`src/rtl/processor_pkg.sv`:
```
// Shared widths and the dump sequencer state type for the
// processor's data-memory side.
package processor_pkg;

    localparam int N_DEFAULT     = 64;
    localparam int DEPTH_DEFAULT = 32;

    typedef enum logic [1:0] {
        IDLE = 2'd0,
        DUMP = 2'd1,
        DONE = 2'd2
    } dump_state_t;

endpackage

```
`src/rtl/dm_storage.sv`:
```
// Word-addressed register file for data memory: async clear,
// one synchronous write port, two combinational read ports.
module dm_storage #(
    parameter int N         = 64,
    parameter int DEPTH     = 32,
    parameter int ADDR_BITS = 5
) (
    input  logic                 clk,
    input  logic                 rst_n,
    input  logic                 we,
    input  logic [ADDR_BITS-1:0] waddr,
    input  logic [N-1:0]         wdata,
    input  logic [ADDR_BITS-1:0] raddr_a,
    output logic [N-1:0]         rdata_a,
    input  logic [ADDR_BITS-1:0] raddr_b,
    output logic [N-1:0]         rdata_b
);

    logic [N-1:0] mem [DEPTH];

    always_ff @(posedge clk or negedge rst_n) begin
        if (!rst_n) begin
            for (int i = 0; i < DEPTH; i++) begin
                mem[i] <= '0;
            end
        end else if (we) begin
            mem[waddr] <= wdata;
        end
    end

    assign rdata_a = mem[raddr_a];
    assign rdata_b = mem[raddr_b];

endmodule

```
`src/rtl/data_memory_dump.sv`:
```
// Data-memory responder: stores, combinational loads, and a
// valid/ready stream of every word on a dump request.
module data_memory_dump
    import processor_pkg::*;
#(
    parameter int N         = N_DEFAULT,
    parameter int DEPTH     = DEPTH_DEFAULT,
    parameter int ADDR_BITS = $clog2(DEPTH)
) (
    input  logic                 CLOCK_50,
    input  logic                 reset,
    input  logic [N-1:0]         DM_addr,
    input  logic [N-1:0]         DM_writeData,
    input  logic                 DM_writeEnable,
    input  logic                 DM_readEnable,
    output logic [N-1:0]         DM_readData,
    input  logic                 dump,
    output logic                 dump_valid,
    input  logic                 dump_ready,
    output logic [ADDR_BITS-1:0] dump_addr,
    output logic [N-1:0]         dump_data,
    output logic                 dump_done,
    output logic                 busy
);

    localparam logic [ADDR_BITS-1:0] LAST = ADDR_BITS'(DEPTH - 1);

    dump_state_t          state;
    dump_state_t          state_next;
    logic [ADDR_BITS-1:0] cnt;
    logic [ADDR_BITS-1:0] cnt_next;
    logic                 dump_q;

    logic [ADDR_BITS-1:0] idx;
    logic                 in_range;
    logic                 store;
    logic [N-1:0]         load_word;
    logic [N-1:0]         dump_word;
    logic                 unused_low_bits;

    // Byte address to word index; the low three bits select a byte
    // within the word and do not matter here.
    assign idx             = DM_addr[ADDR_BITS+2:3];
    assign in_range        = (DM_addr[N-1:ADDR_BITS+3] == '0);
    assign unused_low_bits = ^DM_addr[2:0];

    // Stores freeze while dumping so the stream is a clean snapshot.
    assign store = (state == IDLE) && DM_writeEnable && in_range;

    dm_storage #(
        .N         (N),
        .DEPTH     (DEPTH),
        .ADDR_BITS (ADDR_BITS)
    ) u_storage (
        .clk     (CLOCK_50),
        .rst_n   (reset),
        .we      (store),
        .waddr   (idx),
        .wdata   (DM_writeData),
        .raddr_a (idx),
        .rdata_a (load_word),
        .raddr_b (cnt),
        .rdata_b (dump_word)
    );

    assign DM_readData = (DM_readEnable && in_range) ? load_word : '0;

    always_ff @(posedge CLOCK_50 or negedge reset) begin
        if (!reset) begin
            state  <= IDLE;
            cnt    <= '0;
            dump_q <= 1'b0;
        end else begin
            state  <= state_next;
            cnt    <= cnt_next;
            dump_q <= dump;
        end
    end

    always_comb begin
        state_next = state;
        cnt_next   = cnt;
        unique case (state)
            IDLE: begin
                if (dump && !dump_q) begin
                    state_next = DUMP;
                    cnt_next   = '0;
                end
            end
            DUMP: begin
                if (dump_ready) begin
                    if (cnt == LAST) begin
                        state_next = DONE;
                    end else begin
                        cnt_next = cnt + 1'b1;
                    end
                end
            end
            DONE: begin
                if (!dump) begin
                    state_next = IDLE;
                end
            end
            default: begin
                state_next = IDLE;
            end
        endcase
    end

    always_comb begin
        dump_valid = 1'b0;
        busy       = 1'b0;
        dump_done  = 1'b0;
        dump_addr  = '0;
        dump_data  = '0;
        unique case (state)
            DUMP: begin
                dump_valid = 1'b1;
                busy       = 1'b1;
                dump_addr  = cnt;
                dump_data  = dump_word;
            end
            DONE: begin
                dump_done = 1'b1;
            end
            default: begin
            end
        endcase
    end

endmodule

```
`config.mk`:
```
export PLATFORM = sky130hd
export DESIGN_NAME = data_memory_dump
export DESIGN_NICKNAME = d
export VERILOG_FILES = /design/src/rtl/processor_pkg.sv /design/src/rtl/dm_storage.sv /design/src/rtl/data_memory_dump.sv
export SDC_FILE = /design/constraint.sdc
export NUM_CORES = 2
export LEC_CHECK = 0
export BUFFER_PORTS_ARGS = -buffer_cell sky130_fd_sc_hd__clkbuf_2
export CAP_MARGIN = 15
export CORE_MARGIN = 1.5
export CORE_UTILIZATION = 57
export CTS_CLUSTER_DIAMETER = 50
export CTS_CLUSTER_SIZE = 25
export DETAILED_ROUTE_END_ITERATION = 16
export PLACE_DENSITY = 0.74
export SLEW_MARGIN = 20
export SYNTH_ARGS = -nofsm -noshare
export SYNTH_HDL_FRONTEND = slang
export SYNTH_SLANG_ARGS = --single-unit
export TNS_END_PERCENT = 1
```
`constraint.sdc`:
```
create_clock -name CLOCK_50 -period 4 [get_ports CLOCK_50]
set_input_delay 0.6 -clock CLOCK_50 [delete_from_list [all_inputs] [get_ports CLOCK_50]]
set_output_delay 0.6 -clock CLOCK_50 [all_outputs]
set_load 0.005 [all_outputs]
```
# Yosys cells after proc, flatten, opt, wreduce, memory -nomap -nowiden
# Index checks and enable logic that the tools add are counted.
# op_classes
muxes,23
reduce_logical,11
n_lt_le_gt_ge,3
n_eq_ne,8
n_bitwise,2
add_sub_neg,1
# op_table
operator,n
2048-bit bitwise mux,1
64-bit binary-select mux with 5-bit select,2
64-bit two-way mux,7
64-bit demux with 5-bit select,1
56-bit logical NOT,1
5-bit two-way mux,4
6-bit >= comparator (second input constant),2
5-bit inverter with 6-bit output,2
5-bit case mux with 2 select lines,1
2-bit two-way mux,4
2-bit inequality test (second input constant),4
4-bit AND reduction,2
6-bit by 1-bit < comparator with 1-bit output (second input constant),1
2-bit case mux with 3 select lines,1
5-bit by 1-bit adder with 5-bit output (second input constant),1
5-bit == test (second input constant),1
1-bit logical AND,5
2-bit by 1-bit == test with 1-bit output (second input constant),1
2-bit == test (second input constant),1
2-bit logical NOT,1
1-bit two-way mux,2
2-bit by 1-bit inequality test with 1-bit output (second input constant),1
2-bit nonzero test,1
1-bit logical NOT,1
# word_totals
register_bits,2056
output_inout_bits,136
input_bits,134
word_cells,83

# Longest topological paths before layout
# depth
word_depth,6
depth_mapped,10
ltp_nobuf,8

# Modules after synthesis
# Synthesis repeated with hierarchy kept, for this count alone.
# unflattened
hier_cells,6817
hier_area_um2,110338.3
# by_module_without_submodules
mod,area_each_um2,instances,cells_per_inst
dm_storage,108262.6,1,6528
data_memory_dump,2075.7,1,289

# Worst setup path after synthesis
# OpenSTA, ideal clock, no wires.
# synth_timing
kind,input to output
startpoint,in DM_addr[58]
endpoint,out DM_readData[10]
stages,9
required_ns,3.400
slack_ns,0.804
arrival_time_ns,2.596
path_cell_list,nor4_1 > nand4_1 > or3_1 > buf_2 > buf_2 > or2_2 > clkbuf_1 > clkbuf_1 > nor2_1
# synth_via
elab_chain_len,3
# synth_lines
item,line_no,source
from (decl),data_memory_dump.sv:12,"input logic [N-1:0] DM_addr,"
56-bit logical NOT,data_memory_dump.sv:44,assign in_range = (DM_addr[N-1:ADDR_BITS+3] == '0);
1-bit logical AND,data_memory_dump.sv:66,assign DM_readData = (DM_readEnable && in_range) ? load_word : '0;
64-bit two-way mux,data_memory_dump.sv:66,
to (decl),data_memory_dump.sv:16,"output logic [N-1:0] DM_readData,"
# Every way passes these cells.

# Final worst setup path
# layout_timing
startpoint,reg cnt[0]
endpoint,out dump_data[51]
# layout_via
elab_chain_len,5
# layout_lines
item,line_no,source
from (decl),data_memory_dump.sv:30,logic [ADDR_BITS-1:0] cnt;
from (signal assigned),data_memory_dump.sv:75,cnt <= cnt_next;
5-bit inverter with 6-bit output (not written as such),dm_storage.sv:32,assign rdata_b = mem[raddr_b];
64-bit binary-select mux with 5-bit select,dm_storage.sv:32,
64-bit two-way mux (not written as such) (2 in a row),dm_storage.sv:32,
64-bit two-way mux,data_memory_dump.sv:116,unique case (state)
to (decl),data_memory_dump.sv:21,"output logic [N-1:0] dump_data,"
# Every way passes these cells. The select of a mux whose other input is x is not followed.

==> impl_results.md <==
- Antenna violations before repair: 17
- Setup TNS after final layout: 0 ps
- Synth Area in Compound Gates: 2.255%
- Grt total ovfl: 0
- Reg-to-Reg Start: state[0]$_DFFE_PN0P_
- H-tree Lvls: 4
- Most common cell on crit path: buf_12
- Fraction of layout cells with a size suffix above 1: 57.00%
- Largest net degree at the start of global routing: 126
- EDFF count, synth: 0
- CP max-delay cell: mux4_2
- Initial Util: 57.51%
- First-pass iteration count of the detailed router: 5
- Worst-case clock buffer depth: 3
- Max VDD drop: 0.5699 mV
- Layout net count: 7012
- Die area: 192500 sq um
- Multiplexer area fraction after synthesis: 45.21%
- CP max stage delay: 530 ps
- Slew Viols, Final: 0
- Primary FF master, synth: dfrtp_1
- Final setup fails: 0
- Met1 Resource Use GR: 45.81%
- Fill count: 13260
- FF-to-FF path depth: 6
- CTS Buf Count: 180
- Register area share after synthesis: 47.53%
- Power, Total: 50.52 mW
- Post-route DRC violation count: 0
- Yosys reg bits: 2056
- Crit path launch type: flop
- Placed cell count: 9176
- Synthesized area: 108200 sq um
- GR peak layer: met2
- Post-synthesis net count: 6956
- Post-Syn Instances: 6820
- Minimum clock period: 3947 ps
- Largest family of logic cells by synthesized area: multiplexers
- Final std cells w/o fill: 9536
- Simple-Gate Fraction of Synth Area: 2.005%
- HP Class: input port to async pin
- Port buffer count: 266
- Reg area: 51460 sq um
- Final core occ: 64.59%
- Final HPWL DP: 189.5 mm
- Leakage power: 56.46 nW
- Post-synthesis cell type count: 43
- Tcrit/Tclk final: 98.68%
- Total number of vias: 68070
- Vias per cell: 7.138
- Met2 global-route usage: 54.63%
- CP max FO: 17
- Critical Path AT: 3350 ps
- Later-pin clock latency in the skew report: 880 ps
- Slew @ Worst Pin: 986.6 ps
- Ports: 270
- M3 GR Usage: 6.830%
- Iteration-0 DRC Markers: 6428
- Final wirelength: 328.2 mm
- Hold Slack: 281.2 ps
- Vias in the first global route: 71380
- Ys async rst share: 100.0%
- Routability cong.: 0.8148
- Synth-to-Final Area Change: 12.31%
- Number of placement rows: 159
- Avg Inst Size Synth: 15.87 sq um
- First-pass GRT wire length: 483.3 mm
- CP Launch Point: cnt[0]$_DFFE_PN0P_
- All-Layer GR Usage: 34.31%
- Sinks on the clock net: 2056
- Core area: 188200 sq um
- Clock Pin Slew Worst Setup and Hold Paths: 80 ps
- Kind of critical path: flop to output port
- Fin. Hold Viols: 0
- RSZ-0062 raised after global routing: true
- Pwr/cell area: 415.6 nW/um^2
- Required @ worst endpoint: 3400 ps
- Yosys Warn Count: 0
- Max frequency: 0.2533 GHz
- Max Cap Viol: 0
- ANT nets after route: 0
- Clock root cell: clkbuf_16
- Critical path, cell by cell: buf_12 > buf_12 > buf_12 > mux4_2 > mux2i_1 > o22ai_1 > or2_2 > clkbuf_2
- Status: completed
- CTS tree: done
- Die Span X: 438.8 um
- Avg WL per Cell: 34.42 um
- Area of the multi-input gates: 53690 sq um
- Worst Skew: 28.19 ps
- Chip height: 438.8 um
- Crit path capture type: output port
- Max-slew headroom: 34.23%
- Adder-Cell Fraction of Synth Area: 0.02312%
- Xor/xnor share of the synthesized area: 0.01618%
## power breakdown
part,internal [mW],total [mW],switching (mW)
registers,20.8,21.0,0.215
clock network,9.96,19.3,9.37
logic,4.03,10.2,6.15
## metrics by stage
step	worst slack [ps]	cell area (sq um)
2_1_floorplan	803.9	108200
3_3_place_gp	354.3	114600
3_5_place_dp	340.1	114600
4_1_cts	-53.46	121400
5_1_grt	-32.71	121600
6_report	52.68	121600
## worst max-delay path: cells and delay by family, from the launching register on
| family | cells | cell delay, ps |
|---|---|---|
| AOI/OAI and AO/OA | 1 | 120 |
| and+or+nand+nor | 1 | 340 |
| buffers and inverters | 4 | 800 |
| muxes | 2 | 760 |
| DFF | 1 | 420 |
## what timing repair did
item / 4_1_cts / 5_1_grt
endpoints found under the hold margin: 31 / 0
endpoints found under the setup margin: 64 / 26
gates cloned: 0 / 3
resized for setup: 3 / 15
hold buffers: 3 / 0
setup buffers: 6 / 1
## placed cells by master (no fill, tap or decap), types with 6 or more instances in the layout
cell and instances:
clkinv_8 26, or2_2 61, clkinv_4 20, clkbuf_2 263, o22ai_1 383, nor2_1 69
mux2i_1 255, clkbuf_1 7, inv_1 8, nor4_1 9, inv_6 30, or4_4 6
diode_2 6, dfrtp_1 2052, nor3_4 32, clkbuf_8 7, mux2_2 1847, clkinvlp_4 14
mux2_4 64, buf_4 140, inv_12 7, mux4_2 1024, buf_12 191, inv_8 24
mux2_1 138, bufinv_16 15, clkbuf_16 183, or4_1 63, nand2_1 7, buf_16 9
## synthesized netlist by cell type (2+ instances only)
cell / count / area (sq um)
dfrtp_1: 2056 / 51450
mux2_2: 1847 / 20800
mux4_2: 1024 / 23060
o22ai_1: 383 / 2396
clkbuf_1: 376 / 1411
mux2i_1: 256 / 2562
buf_2: 222 / 1111
mux2_1: 138 / 1554
buf_1: 137 / 514.2
nor2_1: 69 / 259.0
or2_2: 65 / 406.6
mux2_4: 64 / 960.9
or4_1: 63 / 473.0
nor3_4: 31 / 504.2
nand2_1: 10 / 37.54
nor4_1: 9 / 56.30
inv_1: 8 / 30.03
buf_12: 6 / 120.1
or4_4: 6 / 67.56
and2_1: 5 / 31.28
nand3b_1: 4 / 30.03
nand4_4: 4 / 85.08
nand2b_1: 3 / 18.77
nand4_1: 3 / 18.77
nor2_8: 3 / 60.06
or3_1: 3 / 18.77
a21oi_1: 2 / 10.01
a22o_1: 2 / 17.52
ha_1: 2 / 25.02
nand3_1: 2 / 10.01
nor3b_1: 2 / 15.01
o21ai_0: 2 / 10.01
or3b_2: 2 / 17.52
xor2_1: 2 / 17.52
## path summary, 6_finish.rpt
check / end / slack [ps]
worst min register to register: u_storage.mem[1327]$_DFFE_PN0P_ / 500
worst max register to register: u_storage.mem[1695]$_DFFE_PN0P_ / 760
worst max-delay path: dump_data[51] / 50
min in group CLOCK_50: u_storage.mem[768]$_DFFE_PN0P_ / 420
worst min-delay path: u_storage.mem[654]$_DFFE_PN0P_ / 280
max in group asynchronous: u_storage.mem[1951]$_DFFE_PN0P_ / 2270
## layer usage
layer,routed length (um),share of wire (%)
met1,126000,38
met2,157400,48
met3,27970,8.5
met4,16720,5.1
met5,103,0.031
## flip-flops by register name (all words and copies together), names as in the netlist
| signal | count |
|---|---|
| u_storage.mem | 2048 |
| cnt | 5 |
| state | 2 |
| dump_q | 1 |
## layout make-up
| type | count | share of cell area [%] |
|---|---|---|
| Tap cell | 2495 | 2.568 |
| Inverter | 8 | 0.02470 |
| Clock buffer | 194 | 3.806 |
| Timing Repair Buffer | 616 | 5.460 |
| Antenna cell | 6 | 0.01235 |
| Clock inverter | 147 | 1.629 |
| Sequential cell | 2056 | 42.33 |
| Multi-Input combinational cell | 4014 | 44.16 |
## cell families after synthesis
group,count (synthesis)
AOI/OAI and AO/OA,390
xor gates and xnor gates,2
muxes,3329
adders and majority gates,2
DFF,2056
and+or+nand+nor,291
buffers and inverters,750
Note: power is estimated with default switching activity, not from simulation.
